<file path="src/rtl/rr_bus_arbiter4_pkg.sv">
// Shared definitions for the 4-source round-robin bus arbiter.
//   state_t      : arbiter FSM encoding (IDLE / BUSY)
//   SRC_A..SRC_D : source index constants, matching the sel encoding
//   DATA_W_DEF   : default width of each source bus
//   rr_pick()    : round-robin search returning {found, index}
package rr_bus_arbiter4_pkg;

    typedef enum logic {
        IDLE = 1'b0,
        BUSY = 1'b1
    } state_t;

    localparam logic [1:0] SRC_A = 2'd0;
    localparam logic [1:0] SRC_B = 2'd1;
    localparam logic [1:0] SRC_C = 2'd2;
    localparam logic [1:0] SRC_D = 2'd3;

    localparam int DATA_W_DEF = 16;

    // First set bit of mask, searching upward from start and wrapping mod 4.
    // The loop runs from the farthest offset down so the nearest hit is the
    // last one written and therefore wins.
    function automatic logic [2:0] rr_pick(input logic [3:0] mask,
                                           input logic [1:0] start);
        logic [2:0] result;
        logic [1:0] idx;
        result = 3'b000;
        for (int k = 3; k >= 0; k--) begin
            idx = start + 2'(k);
            if (mask[idx]) begin
                result = {1'b1, idx};
            end
        end
        return result;
    endfunction

endpackage

</file>
<file path="src/rtl/mux16_4to1.sv">
// 4:1 data select for the shared bus. Purely combinational.
//   sel          : in  2       source index (0 = sig_a .. 3 = sig_d)
//   sig_a..sig_d : in  DATA_W  source buses
//   bus_out      : out DATA_W  selected source
module mux16_4to1
    import rr_bus_arbiter4_pkg::*;
#(
    parameter int DATA_W = DATA_W_DEF
) (
    input  logic [1:0]        sel,
    input  logic [DATA_W-1:0] sig_a,
    input  logic [DATA_W-1:0] sig_b,
    input  logic [DATA_W-1:0] sig_c,
    input  logic [DATA_W-1:0] sig_d,
    output logic [DATA_W-1:0] bus_out
);

    always_comb begin
        bus_out = sig_a;
        case (sel)
            SRC_A: bus_out = sig_a;
            SRC_B: bus_out = sig_b;
            SRC_C: bus_out = sig_c;
            SRC_D: bus_out = sig_d;
            default: bus_out = sig_a;
        endcase
    end

endmodule

</file>
<file path="src/rtl/rr_bus_arbiter4.sv">
// Round-robin arbiter for a shared 4:1 bus with req/grant/done handshake and
// a hold limit that stops one owner from starving the others.
//   clk, rst     : in  clock, synchronous active-high reset
//   req          : in  4       request per source
//   done         : in  4       release strobe; only the owner's bit counts
//   sig_a..sig_d : in  DATA_W  source data
//   grant        : out 4       registered one-hot grant, zero when idle
//   sel          : out 2       encoded owner index (holds its value when idle)
//   bus_out      : out DATA_W  source selected by sel (combinational)
//   bus_valid    : out 1       grant is non-zero
//   hold_cnt     : out CNT_W   cycles held by current owner minus 1
module rr_bus_arbiter4
    import rr_bus_arbiter4_pkg::*;
#(
    parameter int DATA_W   = DATA_W_DEF,
    parameter int MAX_HOLD = 8,
    parameter int CNT_W    = 8
) (
    input  logic              clk,
    input  logic              rst,
    input  logic [3:0]        req,
    input  logic [3:0]        done,
    input  logic [DATA_W-1:0] sig_a,
    input  logic [DATA_W-1:0] sig_b,
    input  logic [DATA_W-1:0] sig_c,
    input  logic [DATA_W-1:0] sig_d,
    output logic [3:0]        grant,
    output logic [1:0]        sel,
    output logic [DATA_W-1:0] bus_out,
    output logic              bus_valid,
    output logic [CNT_W-1:0]  hold_cnt
);

    state_t           state_reg, state_next;
    logic [3:0]       grant_reg, grant_next;
    logic [1:0]       sel_reg, sel_next;
    logic [1:0]       ptr_reg, ptr_next;
    logic [CNT_W-1:0] hold_reg, hold_next;

    logic [3:0] owner_mask;
    logic [3:0] others;
    logic       own_req;
    logic       own_done;
    logic       hold_expired;
    logic       release_now;
    logic [2:0] pick_idle;
    logic [2:0] pick_hand;

    // Mask of the current owner, decoded from sel (valid only while BUSY).
    for (genvar gi = 0; gi < 4; gi++) begin : g_owner
        assign owner_mask[gi] = (sel_reg == 2'(gi));
    end

    assign others       = req & ~owner_mask;
    assign own_req      = |(req & owner_mask);
    assign own_done     = |(done & owner_mask);
    assign hold_expired = (hold_reg == CNT_W'(MAX_HOLD - 1));
    // done, dropped request and hold expiry may coincide; any of them is one release.
    assign release_now  = own_done | ~own_req | (hold_expired & (|others));

    assign pick_idle = rr_pick(req, ptr_reg);
    // After a release the pointer moves to owner+1, so the handover search
    // starts there; the owner is excluded and would come last anyway.
    assign pick_hand = rr_pick(others, sel_reg + 2'd1);

    always_comb begin
        state_next = state_reg;
        grant_next = grant_reg;
        sel_next   = sel_reg;
        ptr_next   = ptr_reg;
        hold_next  = hold_reg;
        case (state_reg)
            IDLE: begin
                if (pick_idle[2]) begin
                    state_next = BUSY;
                    sel_next   = pick_idle[1:0];
                    grant_next = 4'b0001 << pick_idle[1:0];
                    hold_next  = '0;
                end
            end
            BUSY: begin
                if (release_now) begin
                    ptr_next = sel_reg + 2'd1;
                    if (pick_hand[2]) begin
                        sel_next   = pick_hand[1:0];
                        grant_next = 4'b0001 << pick_hand[1:0];
                        hold_next  = '0;
                    end else if (own_req) begin
                        // Sole requester re-granted: grant and sel unchanged.
                        hold_next = '0;
                    end else begin
                        state_next = IDLE;
                        grant_next = 4'b0000;
                        hold_next  = '0;
                    end
                end else if (hold_reg != CNT_W'(MAX_HOLD)) begin
                    hold_next = hold_reg + 1'b1;
                end
            end
            default: begin
                state_next = IDLE;
                grant_next = 4'b0000;
            end
        endcase
    end

    always_ff @(posedge clk) begin
        if (rst) begin
            state_reg <= IDLE;
            grant_reg <= 4'b0000;
            sel_reg   <= SRC_A;
            ptr_reg   <= 2'd0;
            hold_reg  <= '0;
        end else begin
            state_reg <= state_next;
            grant_reg <= grant_next;
            sel_reg   <= sel_next;
            ptr_reg   <= ptr_next;
            hold_reg  <= hold_next;
        end
    end

    mux16_4to1 #(.DATA_W(DATA_W)) u_mux (
        .sel     (sel_reg),
        .sig_a   (sig_a),
        .sig_b   (sig_b),
        .sig_c   (sig_c),
        .sig_d   (sig_d),
        .bus_out (bus_out)
    );

    assign grant     = grant_reg;
    assign sel       = sel_reg;
    assign bus_valid = |grant_reg;
    assign hold_cnt  = hold_reg;

endmodule

</file>
<file path="config.mk">
export PLATFORM = sky130hd
export DESIGN_NAME = rr_bus_arbiter4
export DESIGN_NICKNAME = d
export VERILOG_FILES = /design/src/rtl/rr_bus_arbiter4_pkg.sv /design/src/rtl/mux16_4to1.sv /design/src/rtl/rr_bus_arbiter4.sv
export SDC_FILE = /design/constraint.sdc
export NUM_CORES = 1
export LEC_CHECK = 0
export ABC_AREA = 1
export CAP_MARGIN = 20
export CORE_UTILIZATION = 44
export DETAILED_ROUTE_END_ITERATION = 10
export PLACE_DENSITY = 0.88
export SLEW_MARGIN = 10
export SYNTH_ARGS = -nofsm -noshare
export SYNTH_HDL_FRONTEND = slang
export SYNTH_SLANG_ARGS = --single-unit
</file>
<file path="constraint.sdc">
create_clock -name clk -period 3.5 [get_ports clk]
set_input_delay 0.7 -clock clk [delete_from_list [all_inputs] [get_ports clk]]
set_output_delay 0.7 -clock clk [all_outputs]
set_load 0.02 [all_outputs]
</file>
==> metrics <==
status finished clean; post-DP HPWL 5240 um; Clk pin slew, worst setup/hold paths 0.07 ns; Slew Limit Headroom 0.554; largest net degree at the start of global routing 33; Worst setup SP type register; top sig layer met4; crit end category output pin; R2R setup slack 0.96 ns; Mean Syn Cell Area approximately 5.9 sq um; Met1 Routed Length about 2700 um; Syn Inst Count 342; Yosys top cell by area nand2_1; Die ar. 0.00490 sq mm; Clock Tree Buf Depth 2; io pins 105; Pre-antenna DRT Iters 4; first-pass GRT wire length 10100 um; syn nets roughly 420; count of pins over their slew limit 0; Sink Count 17; Leak 0.00142 uW; critical path class reg2out; GRT Util Overall 0.252; power per cell area 708 mW/mm^2; Peak VDD IR 0.490 mV; met2 WL 3240 um; Tcrit/Tclk final 0.954; register area share after synthesis 0.167; Fillers 386; vias in the first global route 2301; CTS hold repair buffers 0; row cnt 24; hold slack 0.515 ns; worst r2r src sel[0]; routed via count 2549; synth unique cells 35; post-route ant nets 0; Syn-to-layout area delta 53.4%; WP data arrival around 2.6 ns; PortBufs 104; met3 routed WL roughly 360 um; Max FO, Critical Path 19; pre-CTS setup slack 0.438 ns; Synth Flop Type dfxtp_1; yosys warns 0; Final Setup Violations 0; Hold Path Class reg2reg; aggregate global routing overflow 0; CP required ~2.8 ns; synth top area cells nand2_1 (18%), dfxtp_1 (17%), nand3_1 (7.9%); H-tree Lvls 1; Initial Utilization 0.461; Max Freq between 0.2 and 0.3 GHz; Core ar. ~0.0044 sq mm; Total Routed Length 6470 um; Die Wd 70 um; Core Util, Final 0.707; setup bufs post-CTS 0; endpoints failing hold 0; fraction of layout cells with a size suffix above 1 0.0776; Largest register FFs 8; fraction of registers with async set or reset after synthesis 0; fin cells between 400 and 500; vias per inst 5.20; initial antenna violation count 0; Ant. Diodes 0; Setup crit end bus_out[7]; Final nets between 500 and 600; Post-Syn Area 0.00203 sq mm; initial DRC count 89; clk_skew ~0.0033 ns; number of synthesized flops with an enable pin 0; crit path from sel[0]; cells on worst reg2reg path 11; worst slew pin tran 0.669 ns; Placer Congestion 0.885; Max Cap Violations 0; worst setup margin 0.161 ns; setup TNS 0 ns; post-synth top area share 0.175; Seq cells post-synth 17; CTS tree built; DRC errors left 0; CTS buffer count 3; DP Cell Count 486; RSZ-0062 raised after global routing false; Routed WL per cell 13.2 um; Root Driver clkbuf_8; Die Height 70 um; clk_lat worst skew roughly 0.25 ns; post-route minimum period between 3 and 4 ns; reg2reg end grant[2]
cell usage in the layout, fill, tap and decap left out, types with 3 or more instances in the layout:
master and n:
ha_1 6, a22o_1 16, o21ai_1 5, nor2_1 24
a21oi_1 29, o21ai_0 23, nand4_1 4, clkbuf_8 3
inv_1 41, nand2_1 95, nand2_4 4, nand3_1 32
inv_2 3, clkdlybuf4s50_1 104, xor2_1 3, nand2_2 3
dfxtp_1 17
how the worst min path moves through the flow:
stage,start,end,depth (start not counted)
after global placement,hold_cnt[7],hold_cnt[7],2
final,hold_cnt[5],hold_cnt[5],2
after detailed placement,hold_cnt[7],hold_cnt[7],2
after floorplan,ptr_reg[0],ptr_reg[0],2
after CTS,hold_cnt[5],hold_cnt[5],2
after global routing,hold_cnt[5],hold_cnt[5],2
layer usage:
| metal | track usage | vias to the layer above |
|---|---|---|
| met1 | 0.280 | 1142 |
| met3 | 0.0361 | 13 |
| met2 | 0.480 | 87 |
| met5 | 0 | - |
| met4 | 0.0911 | 0 |
| li1 | - | 1307 |
per-stage QoR:
stage	power, uW	cell area, sq um
2_1_floorplan	1510	2030
3_3_place_gp	2010	3070
3_5_place_dp	2050	3070
4_1_cts	2210	3120
6_report	2210	3120
5_1_grt	2420	3120
Yosys cell counts (3+ instances only):
| cell type | count |
|---|---|
| nand4_1 | 4 |
| inv_2 | 3 |
| nand3_1 | 32 |
| inv_1 | 41 |
| nor2_1 | 24 |
| ha_1 | 7 |
| buf_6 | 3 |
| a22o_1 | 16 |
| clkbuf_1 | 7 |
| nand2_2 | 3 |
| o21ai_1 | 5 |
| buf_2 | 3 |
| nand2_1 | 95 |
| nand2_4 | 4 |
| dfxtp_1 | 17 |
| xor2_1 | 3 |
| a21oi_1 | 29 |
| o21ai_0 | 23 |
cells by family (layout without fill, tap and decap cells):
logic type                 Yosys count  in the layout  synth area share
AOI/OAI and AO/OA                   78             78             0.234
xor gates and xnor gates             4              4            0.0172
adders and majority gates            7              7            0.0430
buffers and inverters               61            157             0.130
DFF                                 17             17             0.167
and+or+nand+nor                    175            175             0.408
layout make-up:
| class | count | area (sq um) | share of cell area |
|---|---|---|---|
| repair buffers | 106 | 1060 | 0.338 |
| clock buffers | 3 | 41.3 | 0.0132 |
| multi-input cells | 264 | 1430 | 0.459 |
| clock inverters | 1 | 5.00 | 0.00160 |
| flip-flops and latches | 17 | 340 | 0.109 |
| well taps | 52 | 65.1 | 0.0208 |
| inverters | 47 | 183 | 0.0585 |
power breakdown:
| group | total [uW] | internal [uW] | switching, uW |
|---|---|---|---|
| registers | 299 | 238 | 61.5 |
| logic | 1770 | 725 | 1040 |
| clock network | 146 | 79.0 | 66.6 |
worst max-delay path: stages, from the launching register on:
cell and delay, ns:
dfxtp_1 0.44, inv_2 0.21, ha_1 0.62, a22o_1 0.26, a21oi_1 0.05, o21ai_0 0.18
clkdlybuf4s50_1 0.63
what timing repair did:
item                                    in CTS  in global routing
endpoints found under the setup margin       0                  3
endpoints found under the hold margin        0                  0
gates resized for setup                      0                  1
No activity file was read; power rests on OpenSTA's default activity.
